[src/rtl/compound_op_accumulator.sv]
// Accumulator execution stage: applies (op, operand) commands to a WIDTH-bit
// accumulator; / and % use a WIDTH-cycle restoring divider, everything else is single cycle.
module compound_op_accumulator #(
  parameter int WIDTH = 8
) (
  input  logic             i_clk,
  input  logic             i_rst,
  input  logic             i_clear,
  input  logic             i_in_valid,
  output logic             o_in_ready,
  input  logic [3:0]       i_op,
  input  logic [WIDTH-1:0] i_operand,
  output logic             o_out_valid,
  input  logic             i_out_ready,
  output logic [WIDTH-1:0] o_acc,
  output logic             o_div_by_zero,
  output logic             o_illegal
);

  localparam int CW = $clog2(WIDTH + 1);
  localparam logic [WIDTH:0] WVAL = (WIDTH + 1)'(WIDTH);

  typedef enum logic {IDLE, DIV} state_t;

  state_t            state, state_nxt;
  logic [WIDTH-1:0]  acc, dvd, dvs, rem;
  logic [CW-1:0]     cnt;
  logic              is_mod, out_valid, dbz, ill;
  logic              accept, big;
  logic [WIDTH-1:0]  alu_res;
  logic              alu_dbz, alu_ill, start_div;
  logic [WIDTH:0]    rem_sh, rem_sub;
  logic              ge;
  logic [WIDTH-1:0]  rem_nx, q_nx;

  assign o_in_ready    = !i_rst && !i_clear && (state == IDLE) && (!out_valid || i_out_ready);
  assign accept        = i_in_valid && o_in_ready;
  assign o_out_valid   = out_valid;
  assign o_acc         = acc;
  assign o_div_by_zero = dbz;
  assign o_illegal     = ill;

  // Shift amounts are the full operand; anything >= WIDTH saturates.
  assign big = ({1'b0, i_operand} >= WVAL);

  always_comb begin
    alu_res   = acc;
    alu_dbz   = 1'b0;
    alu_ill   = 1'b0;
    start_div = 1'b0;
    case (i_op)
      4'd0:  alu_res = i_operand;
      4'd1:  alu_res = acc + i_operand;
      4'd2:  alu_res = acc - i_operand;
      4'd3:  alu_res = acc * i_operand;
      4'd4:  if (i_operand == '0) begin alu_res = '1; alu_dbz = 1'b1; end
             else start_div = 1'b1;
      4'd5:  if (i_operand == '0) alu_dbz = 1'b1;
             else start_div = 1'b1;
      4'd6:  alu_res = acc & i_operand;
      4'd7:  alu_res = acc | i_operand;
      4'd8:  alu_res = acc ^ i_operand;
      4'd9,
      4'd11: alu_res = big ? '0 : (acc << i_operand);
      4'd10: alu_res = big ? '0 : (acc >> i_operand);
      4'd12: alu_res = big ? {WIDTH{acc[WIDTH-1]}} : $unsigned($signed(acc) >>> i_operand);
      default: alu_ill = 1'b1;
    endcase
  end

  // One restoring step: quotient bits shift into dvd as the dividend shifts out.
  always_comb begin
    rem_sh  = {rem, dvd[WIDTH-1]};
    rem_sub = rem_sh - {1'b0, dvs};
    ge      = (rem_sh >= {1'b0, dvs});
    rem_nx  = ge ? rem_sub[WIDTH-1:0] : rem_sh[WIDTH-1:0];
    q_nx    = {dvd[WIDTH-2:0], ge};
  end

  always_comb begin
    state_nxt = state;
    if (i_clear) state_nxt = IDLE;
    else begin
      case (state)
        IDLE:    if (accept && start_div) state_nxt = DIV;
        DIV:     if (cnt == CW'(1)) state_nxt = IDLE;
        default: state_nxt = IDLE;
      endcase
    end
  end

  always_ff @(posedge i_clk or posedge i_rst) begin
    if (i_rst) state <= IDLE;
    else       state <= state_nxt;
  end

  always_ff @(posedge i_clk or posedge i_rst) begin
    if (i_rst) begin
      acc <= '0; dvd <= '0; dvs <= '0; rem <= '0; cnt <= '0;
      is_mod <= 1'b0; out_valid <= 1'b0; dbz <= 1'b0; ill <= 1'b0;
    end else if (i_clear) begin
      acc <= '0; cnt <= '0;
      out_valid <= 1'b0; dbz <= 1'b0; ill <= 1'b0;
    end else begin
      if (out_valid && i_out_ready) begin
        out_valid <= 1'b0; dbz <= 1'b0; ill <= 1'b0;
      end
      if (accept) begin
        if (start_div) begin
          dvd    <= acc;
          dvs    <= i_operand;
          rem    <= '0;
          cnt    <= CW'(WIDTH);
          is_mod <= (i_op == 4'd5);
        end else begin
          acc       <= alu_res;
          out_valid <= 1'b1;
          dbz       <= alu_dbz;
          ill       <= alu_ill;
        end
      end
      if (state == DIV) begin
        dvd <= q_nx;
        rem <= rem_nx;
        cnt <= cnt - CW'(1);
        if (cnt == CW'(1)) begin
          acc       <= is_mod ? rem_nx : q_nx;
          out_valid <= 1'b1;
          dbz       <= 1'b0;
          ill       <= 1'b0;
        end
      end
    end
  end

endmodule
[config.mk]
export PLATFORM = sky130hd
export DESIGN_NAME = compound_op_accumulator
export DESIGN_NICKNAME = d
export VERILOG_FILES = /design/src/rtl/compound_op_accumulator.sv
export SDC_FILE = /design/constraint.sdc
export NUM_CORES = 1
export LEC_CHECK = 0
export BUFFER_PORTS_ARGS = -buffer_cell sky130_fd_sc_hd__buf_2
export CAP_MARGIN = 20
export CORE_MARGIN = 5
export CORE_UTILIZATION = 45
export CTS_CLUSTER_DIAMETER = 200
export DETAILED_ROUTE_END_ITERATION = 16
export SLEW_MARGIN = 20
export SYNTH_ARGS = -nofsm -noshare
export SYNTH_HDL_FRONTEND = slang
export SYNTH_SLANG_ARGS = --single-unit
[constraint.sdc]
create_clock -name i_clk -period 6 [get_ports i_clk]
set_clock_uncertainty 0.05 [all_clocks]
set_input_delay 0.3 -clock i_clk [delete_from_list [all_inputs] [get_ports i_clk]]
set_output_delay 0.3 -clock i_clk [all_outputs]
set_load 0.02 [all_outputs]
==> Implementation_results.wiki, run 1 <==
{| class="wikitable"
! Metric !! Value
|-
| Switching Power || 0.0003796 W
|-
| Multi-input gate area in the final layout || 0.003820 sq mm
|-
| Final nets || around 760
|-
| Leading cell type in the layout, fill and taps excluded || sky130_fd_sc_hd__nor2_1
|-
| Slew HR || ~45%
|-
| Post-detailed-placement half-perimeter wirelength || around 12 mm
|-
| Portion of the clock cycle consumed by the worst path in the final layout || about four fifths
|-
| Wire length of the first global-routing pass || roughly 27 mm
|-
| Setup violators final || 0
|-
| YS warnings || 0
|-
| Area of the mapped netlist || 0.005283 sq mm
|-
| Share of the synthesized area in the top cell type || between 10% and 20%
|-
| Number of core rows || 39
|-
| Detailed-route wire length || 16.63 mm
|-
| Average instance area after synthesis || ~7.8 sq um
|-
| Final hold violation count || 0
|-
| Maximum net fanout on the critical path || 15
|-
| TritonCTS Buffers || 5
|-
| Cell total after placement || between 800 and 900
|-
| Layout Cells excl Fill || just over 800
|-
| IO Port Bufs || 28
|-
| Filler cell count || ~1100
|-
| Data arrival time at the worst-slack endpoint || 5.03 ns
|-
| Maximum number of pins on one net before global-route repair || 42
|-
| Core Region || about 0.011 sq mm
|-
| Post-route ant nets || 0
|-
| Overall Global Routing Usage || 23.86%
|-
| Register clock-pin slew on the reported worst setup and hold paths || about 0.06 ns
|-
| Number of antenna violations at the first check in global routing || 0
|-
| Least-Margin Pin Slew || just over 0.8 ns
|-
| Count of final max-slew check failures || 0
|-
| Number of top-level pins || 29
|-
| DRC marker count from the first detailed-route iteration || 380
|-
| Number of enable flip-flop cells after synthesis || 0
|-
| RD Place Congestion || a little over 1
|-
| Depth of the CTS H-tree || 2
|-
| Synthesized instance count || about 680
|-
| Detailed-routing iteration count for the pre-antenna-repair pass || 5
|-
| Switching share of total power || between 30% and 40%
|-
| Type of origin of the critical path || register
|-
| Maximum frequency from static timing analysis || around 0.20 GHz
|-
| Endpoint required time on the critical path || around 6.1 ns
|-
| Sinks on the clock net || a little over 40
|-
| Die area || 0.01401 sq mm
|-
| Die Height || around 120 microns
|-
| Number of distinct library cell variants in the gate-level netlist after synthesis || 70
|-
| Vias per std cell || between 6 and 7
|-
| Commonest cells after routing, fill and taps aside || 69 x sky130_fd_sc_hd__nor2_1, 65 x sky130_fd_sc_hd__nand2_1, 58 x sky130_fd_sc_hd__inv_1
|-
| Initial core utilization || 46.07%
|-
| Root buffer cell || sky130_fd_sc_hd__clkbuf_16
|-
| Post-placement setup slack || ~1.2 ns
|-
| Post-synthesis async set-or-reset flop share || 100.0%
|-
| Endpoint kind of the worst setup timing path || register
|-
| Overflow left after global routing || 0
|-
| Die boundary width || around 120 microns
|-
| Residual DRC count || 0
|-
| Cells resized by post-CTS repair || 0
|-
| Source-to-sink clock delay at the later pin of the worst-skew pair || between 0.2 and 0.3 ns
|-
| Main flop type after synthesis || sky130_fd_sc_hd__dfrtp_1
|-
| Fraction of final layout cells sized beyond drive strength 1 || a little under a tenth
|-
| Count of max-cap constraint violations || 0
|-
| Worst Path Class, Setup || reg -> reg
|-
| DP Area || ~0.0055 sq mm
|-
| Post-synthesis cell type with the largest combined area || sky130_fd_sc_hd__dfrtp_1
|-
| Portion of the post-synthesis area used by sequential elements || 19.42%
|-
| Sequential cell area || just over 0.001 sq mm
|-
| Fraction of power consumed by the clock network || between 20 and 30%
|-
| TritonCTS clock tree || yes
|-
| Register bit count reported by yosys || between 40 and 50
|-
| Main area contributors after synthesis || sky130_fd_sc_hd__dfrtp_1 19%, sky130_fd_sc_hd__ha_1 12%, sky130_fd_sc_hd__fa_1 5.3%
|-
| Post CTS Setup Buffer Count || 0
|-
| Area growth from synthesis to layout || 6.206%
|-
| Peak supply drop || around 0.21 mV
|-
| CTS Buffer Depth || 2
|-
| Detailed-route via count || just over 5000
|-
| Unrepaired setup endpoints after global routing || no
|-
| Sequential group share of total power || 35.6%
|-
| Result of the run || finished, final reports clean
|-
| Final critical-path required period || approximately 5 ns
|-
| Power per unit of standard cell area || around 180 mW/mm^2
|-
| Internal power contribution || a little over 0.0006 W
|-
| CTS hold repair buffers || 0
|-
| Path class of the lowest-slack min-delay path || in -> async
|-
| Power share of the combinational group || between 30% and 40%
|-
| Final Worst Setup Slack || about 1.1 ns
|-
| Number of antenna diodes || 0
|-
| Post-DR wirelength/cell || 20.33 microns
|-
| Setup TNS Final || 0 ns
|-
| Total leakage power || 2.458 nW
|-
| Syn_nets || ~760
|-
| Design Area, Final || 0.005610 sq mm
|-
| Via count of the first global-routing pass || between 4000 and 5000
|}
## stage by stage
stage	total power (W)	hold slack, ns	utilization [%]
floorplan	0.0006425	0.3725	-
global placement	0.0007397	0.4298	47.79
detailed placement	0.0007490	0.4304	47.79
CTS	0.001006	0.1216	48.93
global route	0.001064	0.1624	48.93
finish	0.0009991	0.09722	48.93
## power by group through the flow
| stage | Clock, W | Sequential (W) | Combinational [W] |
|---|---|---|---|
| 2_1_floorplan | 0 | 0.000343 | 0.000299 |
| 3_3_place_gp | 0 | 0.000359 | 0.000380 |
| 3_5_place_dp | 0 | 0.000360 | 0.000389 |
| 4_1_cts | 0.000260 | 0.000355 | 0.000391 |
| 5_1_grt | 0.000265 | 0.000362 | 0.000437 |
| 6_report | 0.000252 | 0.000356 | 0.000391 |
## kinds of logic (layout without fill, tap and decap cells)
group,count (synthesis),count (layout),share of synthesized area [%]
adders and majority gates,64,64,17.15
xor gates and xnor gates,32,32,5.827
muxes,31,31,7.650
DFF,41,41,19.42
buffers and inverters,109,107,8.266
AOI/OAI and AO/OA,180,180,21.81
and+or+nand+nor,220,220,19.87
## per-layer routing
layer | track usage, % | wire (microns)
met1 | 31.94 | 6856
met3 | 2.627 | 1093
met4 | 8.172 | 573
met2 | 40.12 | 8109
met5 | 0 | 0
## synth_stat cells, types with 4 or more instances
cell,instances
sky130_fd_sc_hd__a311oi_1,6
sky130_fd_sc_hd__dfrtp_1,41
sky130_fd_sc_hd__o22ai_1,10
sky130_fd_sc_hd__inv_1,58
sky130_fd_sc_hd__nand3b_1,4
sky130_fd_sc_hd__mux4_2,7
sky130_fd_sc_hd__buf_1,6
sky130_fd_sc_hd__mux2i_1,19
sky130_fd_sc_hd__o21a_1,6
sky130_fd_sc_hd__nor3_1,17
sky130_fd_sc_hd__a32oi_1,4
sky130_fd_sc_hd__nand2b_1,9
sky130_fd_sc_hd__a21o_1,4
sky130_fd_sc_hd__a21oi_1,47
sky130_fd_sc_hd__nand4_1,4
sky130_fd_sc_hd__fa_1,14
sky130_fd_sc_hd__and3_1,5
sky130_fd_sc_hd__a31oi_1,12
sky130_fd_sc_hd__clkbuf_1,29
sky130_fd_sc_hd__a22oi_1,5
sky130_fd_sc_hd__nor2_1,69
sky130_fd_sc_hd__xor2_1,7
sky130_fd_sc_hd__nor2b_1,9
sky130_fd_sc_hd__o21ai_1,15
sky130_fd_sc_hd__o211ai_1,4
sky130_fd_sc_hd__ha_1,50
sky130_fd_sc_hd__xnor2_1,23
sky130_fd_sc_hd__a211oi_1,5
sky130_fd_sc_hd__buf_2,10
sky130_fd_sc_hd__nor4_1,9
sky130_fd_sc_hd__nand2_1,65
sky130_fd_sc_hd__o21ai_0,30
sky130_fd_sc_hd__nand3_1,12
## critical path: stages, from the launching register on
cell,delay (ns)
sky130_fd_sc_hd__dfrtp_1,0.74
sky130_fd_sc_hd__nand2_1,0.16
sky130_fd_sc_hd__fa_1,0.44
sky130_fd_sc_hd__fa_1,0.54
sky130_fd_sc_hd__inv_1,0.05
sky130_fd_sc_hd__fa_1,0.48
sky130_fd_sc_hd__inv_1,0.06
sky130_fd_sc_hd__fa_1,0.52
sky130_fd_sc_hd__inv_1,0.04
sky130_fd_sc_hd__ha_1,0.31
sky130_fd_sc_hd__a21oi_1,0.17
sky130_fd_sc_hd__xnor3_1,0.23
sky130_fd_sc_hd__xnor3_1,0.37
sky130_fd_sc_hd__a22o_1,0.26
sky130_fd_sc_hd__nor4_1,0.25
sky130_fd_sc_hd__o2bb2ai_1,0.10
## area by class of cell
cell class | instances | area share [%]
Sequential cell | 41 | 18.29
Clock inverter | 1 | 0.08921
Tap cell | 143 | 3.189
Clock buffer | 5 | 2.230
Inverter | 62 | 4.148
Multi-Input combinational cell | 527 | 68.09
Timing Repair Buffer | 39 | 3.970
## flip-flops by register name, summed over array words and instances, names as in the netlist
register       cells
dvd                8
dvs                8
o_acc              8
rem                8
cnt                4
is_mod             1
o_div_by_zero      1
o_illegal          1
o_out_valid        1
state              1
## path summary, 6_finish.rpt
check	startpoint	end	slack [ns]	depth (start not counted)
max	o_acc[2]	o_acc[7]	1.08	15
min	i_rst	o_out_valid	0.1	3
max reg2reg	o_acc[2]	o_acc[7]	1.08	15
min reg2reg	cnt[3]	cnt[3]	0.44	1
max in group asynchronous	i_rst	dvs[3]	5.42	3
min in group i_clk	i_operand[6]	dvs[6]	0.29	3
Note: power is estimated with default switching activity, not from simulation.
==> run 2, diff against run 1 <==
--- a/config.mk
+++ b/config.mk
@@ -5,6 +5,7 @@
 export SDC_FILE = /design/constraint.sdc
 export NUM_CORES = 1
 export LEC_CHECK = 0
+export ABC_AREA = 1
 export BUFFER_PORTS_ARGS = -buffer_cell sky130_fd_sc_hd__buf_2
 export CAP_MARGIN = 20
 export CORE_MARGIN = 5
==> constraint.sdc (replaced) <==
create_clock -name i_clk -period 4.5 [get_ports i_clk]
set_clock_uncertainty 0.05 [all_clocks]
set_input_delay 0.225 -clock i_clk [delete_from_list [all_inputs] [get_ports i_clk]]
set_output_delay 0.225 -clock i_clk [all_outputs]
set_load 0.02 [all_outputs]
==> run 2 against run 1 <==
  * Flip-flop and latch count did not move
  * Fmax rose by 18%
  * Sequential power rose by 34%
  * Via count rose by 15%
  * Global-route usage rose by 0.88 points
  * Synthesized cell count rose by 29%
  * Worst setup slack got worse by 0.76 ns
  * Critical path type unchanged
  * Non-clock buffer count rose by 1
  * Synthesized area rose by 2.7%
  * Combinational power rose by 57%
==> Implementation_results.wiki, run 2 <==
{| class="wikitable"
! Metric !! Value
|-
| Result of the run || finished, final reports clean
|-
| CTS hold repair buffers || 0 (unchanged)
|-
| Top post-synthesis cells by count || 270 x sky130_fd_sc_hd__nand2_1, 134 x sky130_fd_sc_hd__inv_1, 91 x sky130_fd_sc_hd__nand3_1
|-
| Cells resized by post-CTS repair || 0 (unchanged)
|-
| Vias per std cell || 5.590 (-9.7%)
|-
| Root buffer cell || sky130_fd_sc_hd__clkbuf_16
|-
| Main flop type after synthesis || sky130_fd_sc_hd__dfrtp_1
|-
| TritonCTS clock tree || yes
|-
| Leading cell type in the layout, fill and taps excluded || sky130_fd_sc_hd__nand2_1
|-
| Cell repeated most along the worst path || sky130_fd_sc_hd__nand2_1
|-
| Post-detailed-placement half-perimeter wirelength || 13.89 mm (+12%)
|-
| Portion of the post-synthesis area used by sequential elements || 18.92% (-0.51 points)
|-
| Final hold violation count || 0 (unchanged)
|-
| Number of antenna violations at the first check in global routing || 0 (unchanged)
|-
| Setup TNS Final || 0 ns (unchanged)
|-
| Filler cell count || 1269 (+11%)
|-
| TritonCTS Buffers || 5 (unchanged)
|-
| Unrepaired setup endpoints after global routing || no
|-
| Post-route ant nets || 0 (unchanged)
|-
| Setup violators final || 0 (unchanged)
|-
| IO Port Bufs || 28 (unchanged)
|-
| Type of origin of the critical path || register
|-
| Cell with the biggest individual delay on the critical path || sky130_fd_sc_hd__fa_1
|-
| Number of top-level pins || 29 (unchanged)
|-
| Maximum number of pins on one net before global-route repair || 42 (unchanged)
|-
| Power share of the combinational group || 42.3% (+3.1 points)
|-
| Syn_nets || 957 (+26%)
|-
| Overflow left after global routing || 0 (unchanged)
|-
| Endpoint required time on the critical path || 4.66 ns (-1.46 ns)
|-
| Fraction of power consumed by the clock network || 24.9% (-0.3 points)
|-
| Number of enable flip-flop cells after synthesis || 0 (unchanged)
|-
| Overall Global Routing Usage || 24.74% (+0.88 points)
|-
| Final nets || 975 (+29%)
|-
| Internal power contribution || 0.0008625 W (+39%)
|-
| CTS Buffer Depth || 2 (unchanged)
|-
| Total leakage power || 3.174 nW (+29%)
|-
| Detailed-route via count || 5819 (+15%)
|-
| Die boundary width || 119.8 microns (+1.2%)
|-
| Synthesized instance count || 876 (+29%)
|-
| RD Place Congestion || 0.9915 (-4.5%)
|-
| Area growth from synthesis to layout || 7.520%
|-
| Die Height || 119.8 microns (+1.2%)
|-
| Data arrival time at the worst-slack endpoint || 4.34 ns (-0.69 ns)
|-
| Maximum net fanout on the critical path || 8 (-7)
|-
| Most numerous cell in the Yosys netlist || sky130_fd_sc_hd__nand2_1
|-
| Fraction of final layout cells sized beyond drive strength 1 || 7.383% (-2.0 points)
|-
| Detailed-routing iteration count for the pre-antenna-repair pass || 6 (+1)
|-
| Slew HR || 33.06% (-12 points)
|-
| Register clock-pin slew on the reported worst setup and hold paths || 0.06 ns (about the same)
|-
| Worst Path Class, Setup || reg -> reg
|-
| Share of the synthesized area in the top cell type || 18.92% (-0.51 points)
|-
| Detailed-route wire length || 17.83 mm (+7.2%)
|-
| Critical path, cell by cell || nand2_1, fa_1, fa_1, inv_1, fa_1, inv_1, fa_1, inv_1, ha_1, a21oi_1, nand2_1, nand2_1, nand2_1, inv_1, nand2_1, nand2_1, inv_1, nand2_1, nand3_1, nand2_1, nand2_1, a21oi_1
|-
| Pwr Total || 0.001451 W (+45%)
|-
| Count of max-cap constraint violations || 0 (unchanged)
|-
| Post CTS Setup Buffer Count || 0 (unchanged)
|-
| Portion of the clock cycle consumed by the worst path in the final layout || 92.86% (+11 points)
|-
| Post-DR wirelength/cell || 17.13 microns (-16%)
|-
| Initial core utilization || 45.54% (-0.53 points)
|-
| Commonest cells after routing, fill and taps aside || 270 x sky130_fd_sc_hd__nand2_1, 134 x sky130_fd_sc_hd__inv_1, 91 x sky130_fd_sc_hd__nand3_1
|-
| Number of distinct library cell variants in the gate-level netlist after synthesis || 40 (-43%)
|-
| YS warnings || 0 (unchanged)
|-
| Register bit count reported by yosys || 41 (unchanged)
|-
| Peak supply drop || 0.2385 mV (+13%)
|-
| Path class of the lowest-slack min-delay path || in -> async
|-
| Number of core rows || 40 (+2.6%)
|-
| Average instance area after synthesis || 6.192 sq um (-21%)
|-
| Least-Margin Pin Slew || 1.000 ns (+0.1807 ns)
|-
| Area of the mapped netlist || 0.005424 sq mm (+2.7%)
|-
| Number of antenna diodes || 0 (unchanged)
|-
| Count of final max-slew check failures || 0 (unchanged)
|-
| Core Region || 0.01191 sq mm (+3.9%)
|-
| Worst hold slack after final layout || 0.03234 ns (-0.06488 ns)
|-
| Post-synthesis cell type with the largest combined area || sky130_fd_sc_hd__dfrtp_1
|-
| Endpoint kind of the worst setup timing path || register
|-
| Main area contributors after synthesis || sky130_fd_sc_hd__dfrtp_1 19%, sky130_fd_sc_hd__nand2_1 19%, sky130_fd_sc_hd__ha_1 12%
|-
| Crit path largest cell delay || 0.55 ns (-0.19 ns)
|-
| Maximum frequency from static timing analysis || 0.2393 GHz (+18%)
|-
| Final critical-path required period || 4.179 ns (-0.7386 ns)
|-
| Residual DRC count || 0 (unchanged)
|-
| Switching share of total power || 40.54% (+2.5 points)
|-
| Switching Power || 0.0005880 W (+55%)
|-
| Via count of the first global-routing pass || 5608 (+14%)
|-
| Sinks on the clock net || 41 (unchanged)
|-
| Post-synthesis async set-or-reset flop share || 100.0% (unchanged)
|-
| Die area || 0.01435 sq mm (+2.4%)
|-
| Depth of the CTS H-tree || 2 (unchanged)
|-
| Wire length of the first global-routing pass || 28.66 mm (+5.4%)
|-
| DRC marker count from the first detailed-route iteration || 460 (+21%)
|-
| Source-to-sink clock delay at the later pin of the worst-skew pair || 0.29 ns (about the same)
|-
| Sequential group share of total power || 32.8% (-2.8 points)
|-
| Power per unit of standard cell area || 248.7 mW/mm^2 (+40%)
|}
-- run 2: cell count changes after synthesis, sizes merged, moves of 15 or more --
cell,before,now
clkbuf,29,14
xnor2,23,6
nand2,65,273
nand3,12,92
mux2i,19,0
inv,60,138
-- run 2: layout make-up --
cell class	instances	area (sq um)	area share, %
Tap cell	147	183.9	3.154
Timing Repair Buffer	40	230.2	3.948
Clock buffer	7	142.6	2.446
Multi-Input combinational cell	666	3721	63.81
Sequential cell	41	1026	17.59
Inverter	140	528.0	9.054
-- run 2: cell families (layout without fill, tap and decap cells) --
group                    after synthesis  in the layout  share of synthesized area [%]
AND/OR/NAND/NOR                      463            463                          37.49
buffers and inverters                169            187                          12.48
AO/OA/AOI/OAI                        126            126                          12.32
adder cells (fa/ha/maj)               64             64                          16.70
flip-flops                            41             41                          18.92
XOR/XNOR                              13             13                          2.099
-- run 2: worst max-delay path, delay by kind of cell, from the launching register on --
kind	cells	cell delay [ns]
buffers and inverters	5	0.24
AOI/OAI and AO/OA	2	0.32
DFF	1	0.51
adders and majority gates	5	2.33
and+or+nand+nor	10	0.66
-- run 2: path summary, 6_finish.rpt --
path                           from     endpoint  slack [ns]  cells after the start
max                        o_acc[2]     o_acc[7]        0.32                     22
min                           i_rst       cnt[0]        0.03                      3
max reg2reg                o_acc[2]     o_acc[7]        0.32                     22
min reg2reg                  dvs[0]       dvs[0]        0.46                      2
max in group asynchronous     i_rst     o_acc[2]        3.98                      3
min in group i_clk          i_clear  o_out_valid        0.09                      2
-- run 2: stage by stage --
step / setup slack [ns] / cells / cell area [sq um] / util (%)
floorplan: 0.2677 / 876 / 5424 / -
global placement: 0.4511 / 1034 / 5689 / 47.76
detailed placement: 0.3571 / 1034 / 5689 / 47.76
CTS: 0.3420 / 1041 / 5832 / 48.96
global route: 0.07515 / 1041 / 5832 / 48.96
finish: 0.3211 / 1041 / 5832 / 48.96
-- run 2: routing by layer --
layer	global-route usage, %	wire (microns)	vias to the layer above
met2	43.50	8713	213
met1	31.47	7411	2715
li1	-	-	2848
met3	2.168	1073	43
met5	0	0	-
met4	9.449	632	0
-- run 2: power groups by stage --
stage / clock network (W) / registers, W / logic, W
6_report: 0.000361 / 0.000476 / 0.000613
3_3_place_gp: 0 / 0.000481 / 0.000601
2_1_floorplan: 0 / 0.000466 / 0.000467
5_1_grt: 0.000381 / 0.000485 / 0.000693
4_1_cts: 0.000364 / 0.000476 / 0.000612
3_5_place_dp: 0 / 0.000482 / 0.000608
==> run 3, diff against run 2 <==
==> constraint.sdc (replaced) <==
create_clock -name i_clk -period 4.5 [get_ports i_clk]
set_clock_uncertainty 0.05 [all_clocks]
set_input_delay 0.45 -clock i_clk [delete_from_list [all_inputs] [get_ports i_clk]]
set_output_delay 0.45 -clock i_clk [all_outputs]
set_load 0.02 [all_outputs]
==> run 3 against run 2 <==
  * Sequential power hardly changed
  * Cell count increased by 0.48%
  * Clock power grew 29%
  * Highest routed layer unchanged
  * Die area unchanged
  * Design area increased by 1.3%
  * Power grew 8.0%
  * Register-to-register slack worse by 0.02 ns
  * First-iteration DRC count decreased by 17%
==> Implementation_results.wiki, run 3 (synthesis gave the netlist of run 2 again) <==
{| class="wikitable"
! Metric !! Value
|-
| Result of the run || finished, final reports clean
|-
| Residual DRC count || 0 (unchanged)
|-
| Initial core utilization || 45.54% (unchanged)
|-
| Wire length of the first global-routing pass || 29.17 mm (+1.8%)
|-
| Number of core rows || 40 (unchanged)
|-
| Cells resized by post-CTS repair || 0 (unchanged)
|-
| Setup violators final || 0 (unchanged)
|-
| CTS hold repair buffers || 0 (unchanged)
|-
| Detailed-route via count || 5856 (+0.64%)
|-
| Least-Margin Pin Slew || 1.048 ns (+0.04758 ns)
|-
| Total leakage power || 3.218 nW (+1.4%)
|-
| Count of final max-slew check failures || 0 (unchanged)
|-
| Core Region || 0.01191 sq mm (unchanged)
|-
| Maximum net fanout on the critical path || 8 (unchanged)
|-
| Count of max-cap constraint violations || 0 (unchanged)
|-
| Detailed-routing iteration count for the pre-antenna-repair pass || 6 (unchanged)
|-
| Amount of wire on met2 after detailed routing || 8.714 mm (about the same)
|-
| Maximum number of pins on one net before global-route repair || 42 (unchanged)
|-
| Data arrival time at the worst-slack endpoint || 4.37 ns (+0.03 ns)
|-
| Final nets || 979 (+0.41%)
|-
| Depth of the CTS H-tree || 2 (unchanged)
|-
| Number of antenna violations at the first check in global routing || 0 (unchanged)
|-
| Filler cell count || 1288 (+1.5%)
|-
| IO Port Bufs || 28 (unchanged)
|-
| Number of top-level pins || 29 (unchanged)
|-
| CTS Buffer Depth || 2 (unchanged)
|-
| Number of antenna diodes || 0 (unchanged)
|-
| Final Worst Setup Slack || 0.3002 ns (-0.02092 ns)
|-
| Setup TNS Final || 0 ns (unchanged)
|-
| Wire length on met1 || 8.002 mm (+8.0%)
|-
| TritonCTS Buffers || 5 (unchanged)
|-
| Portion of the clock cycle consumed by the worst path in the final layout || 93.33% (+0.46 points)
|-
| Register clock-pin slew on the reported worst setup and hold paths || 0.06 ns (about the same)
|-
| Endpoint required time on the critical path || 4.67 ns (about the same)
|-
| Die boundary width || 119.8 microns (unchanged)
|-
| Top routing layer used || met4
|-
| Power per unit of standard cell area || 265.2 mW/mm^2 (+6.6%)
|-
| Source-to-sink clock delay at the later pin of the worst-skew pair || 0.29 ns (about the same)
|-
| Unrepaired setup endpoints after global routing || no
|-
| Slew HR || 29.87% (-3.2 points)
|-
| Path class of the lowest-slack min-delay path || in -> async
|-
| Post-placement setup slack || 0.1855 ns (-0.1716 ns)
|-
| Via count of the first global-routing pass || 5575 (-0.59%)
|-
| Total length of routed met3 wires || 819 microns (-24%)
|-
| Worst Path Class, Setup || reg -> reg
|-
| TritonCTS clock tree || yes
|-
| RD Place Congestion || 1.038 (+4.7%)
|-
| Type of origin of the critical path || register
|-
| Core occupancy in the finished layout || 49.61% (+0.65 points)
|-
| Post-detailed-placement half-perimeter wirelength || 14.42 mm (+3.8%)
|-
| Final hold violation count || 0 (unchanged)
|-
| Area growth from synthesis to layout || 8.950%
|-
| Vias per std cell || 5.598 (+0.15%)
|-
| Post-DR wirelength/cell || 17.69 microns (+3.3%)
|-
| Die area || 0.01435 sq mm (unchanged)
|-
| Leading cell type in the layout, fill and taps excluded || sky130_fd_sc_hd__nand2_1
|-
| Sinks on the clock net || 41 (unchanged)
|-
| DRC marker count from the first detailed-route iteration || 381 (-17%)
|-
| Maximum frequency from static timing analysis || 0.2381 GHz (-0.50%)
|-
| Commonest cells after routing, fill and taps aside || 270 x sky130_fd_sc_hd__nand2_1, 134 x sky130_fd_sc_hd__inv_1, 91 x sky130_fd_sc_hd__nand3_1
|-
| Overall Global Routing Usage || 25.74% (+0.99 points)
|-
| Detailed-route wire length || 18.51 mm (+3.8%)
|-
| Root buffer cell || sky130_fd_sc_hd__clkbuf_16
|-
| Overflow left after global routing || 0 (unchanged)
|-
| Peak supply drop || 0.3049 mV (+28%)
|-
| Fraction of final layout cells sized beyond drive strength 1 || 8.009% (+0.63 points)
|-
| Die Height || 119.8 microns (unchanged)
|-
| Post CTS Setup Buffer Count || 0 (unchanged)
|-
| Post-route ant nets || 0 (unchanged)
|-
| Final critical-path required period || 4.200 ns (+0.02092 ns)
|-
| Endpoint kind of the worst setup timing path || register
|}
[run 3: worst max-delay path, cell delays in order (launching register included)]
cell and delay (ns):
sky130_fd_sc_hd__dfrtp_1 0.53, sky130_fd_sc_hd__nand2_1 0.14, sky130_fd_sc_hd__fa_1 0.43, sky130_fd_sc_hd__fa_1 0.55, sky130_fd_sc_hd__inv_1 0.05, sky130_fd_sc_hd__fa_1 0.48
sky130_fd_sc_hd__inv_1 0.06, sky130_fd_sc_hd__fa_1 0.52, sky130_fd_sc_hd__inv_1 0.04, sky130_fd_sc_hd__ha_1 0.33, sky130_fd_sc_hd__a21oi_1 0.20, sky130_fd_sc_hd__nand2_1 0.07
sky130_fd_sc_hd__nand2_1 0.06, sky130_fd_sc_hd__nand2_1 0.06, sky130_fd_sc_hd__inv_1 0.05, sky130_fd_sc_hd__nand2_1 0.04, sky130_fd_sc_hd__nand2_1 0.07, sky130_fd_sc_hd__inv_1 0.04
sky130_fd_sc_hd__nand2_1 0.05, sky130_fd_sc_hd__nand3_1 0.06, sky130_fd_sc_hd__nand2_1 0.08, sky130_fd_sc_hd__nand2_1 0.05, sky130_fd_sc_hd__a21oi_1 0.12
[run 3: worst paths after layout]
| check | from | slack, ns | endpoint | cells past startpoint |
|---|---|---|---|---|
| setup / recovery | o_acc[2] | 0.30 | o_acc[7] | 22 |
| hold / removal | i_rst | 0.24 | cnt[0] | 3 |
| setup reg to reg | o_acc[2] | 0.30 | o_acc[7] | 22 |
| hold reg to reg | dvs[0] | 0.47 | dvs[0] | 2 |
| max in group asynchronous | i_rst | 3.79 | o_acc[6] | 3 |
| min in group i_clk | i_clear | 0.31 | o_out_valid | 2 |
[run 3: final cells by class]
type | instances | area [sq um] | share of cell area (%)
Sequential cell | 41 | 1026 | 17.36
Tap cell | 147 | 183.9 | 3.112
Inverter | 140 | 528.0 | 8.935
Clock inverter | 3 | 65.06 | 1.101
Multi-Input combinational cell | 666 | 3721 | 62.97
Timing Repair Buffer | 44 | 260.3 | 4.404
Clock buffer | 5 | 125.1 | 2.117
[run 3: power by group]
part / internal, W / total [W] / switching [W]
logic: 0.000216 / 0.000626 / 0.000410
registers: 0.000432 / 0.000477 / 0.0000453
clock network: 0.000317 / 0.000464 / 0.000148
[run 3: per-stage QoR]
step	power (W)	std cells	hold slack, ns	area, sq um
floorplan	0.0009335	876	0.4070	5424
global placement	0.001088	1038	0.4544	5719
detailed placement	0.001099	1038	0.4603	5719
CTS	0.001571	1046	0.2673	5909
global route	0.001684	1046	0.2996	5909
finish	0.001567	1046	0.2446	5909
[run 3: metal layers]
| metal | global-route usage, % | up-vias |
|---|---|---|
| met5 | 0 | - |
| met4 | 13.60 | 0 |
| met2 | 43.08 | 207 |
| met3 | 2.451 | 58 |
| met1 | 32.85 | 2731 |
| li1 | - | 2860 |
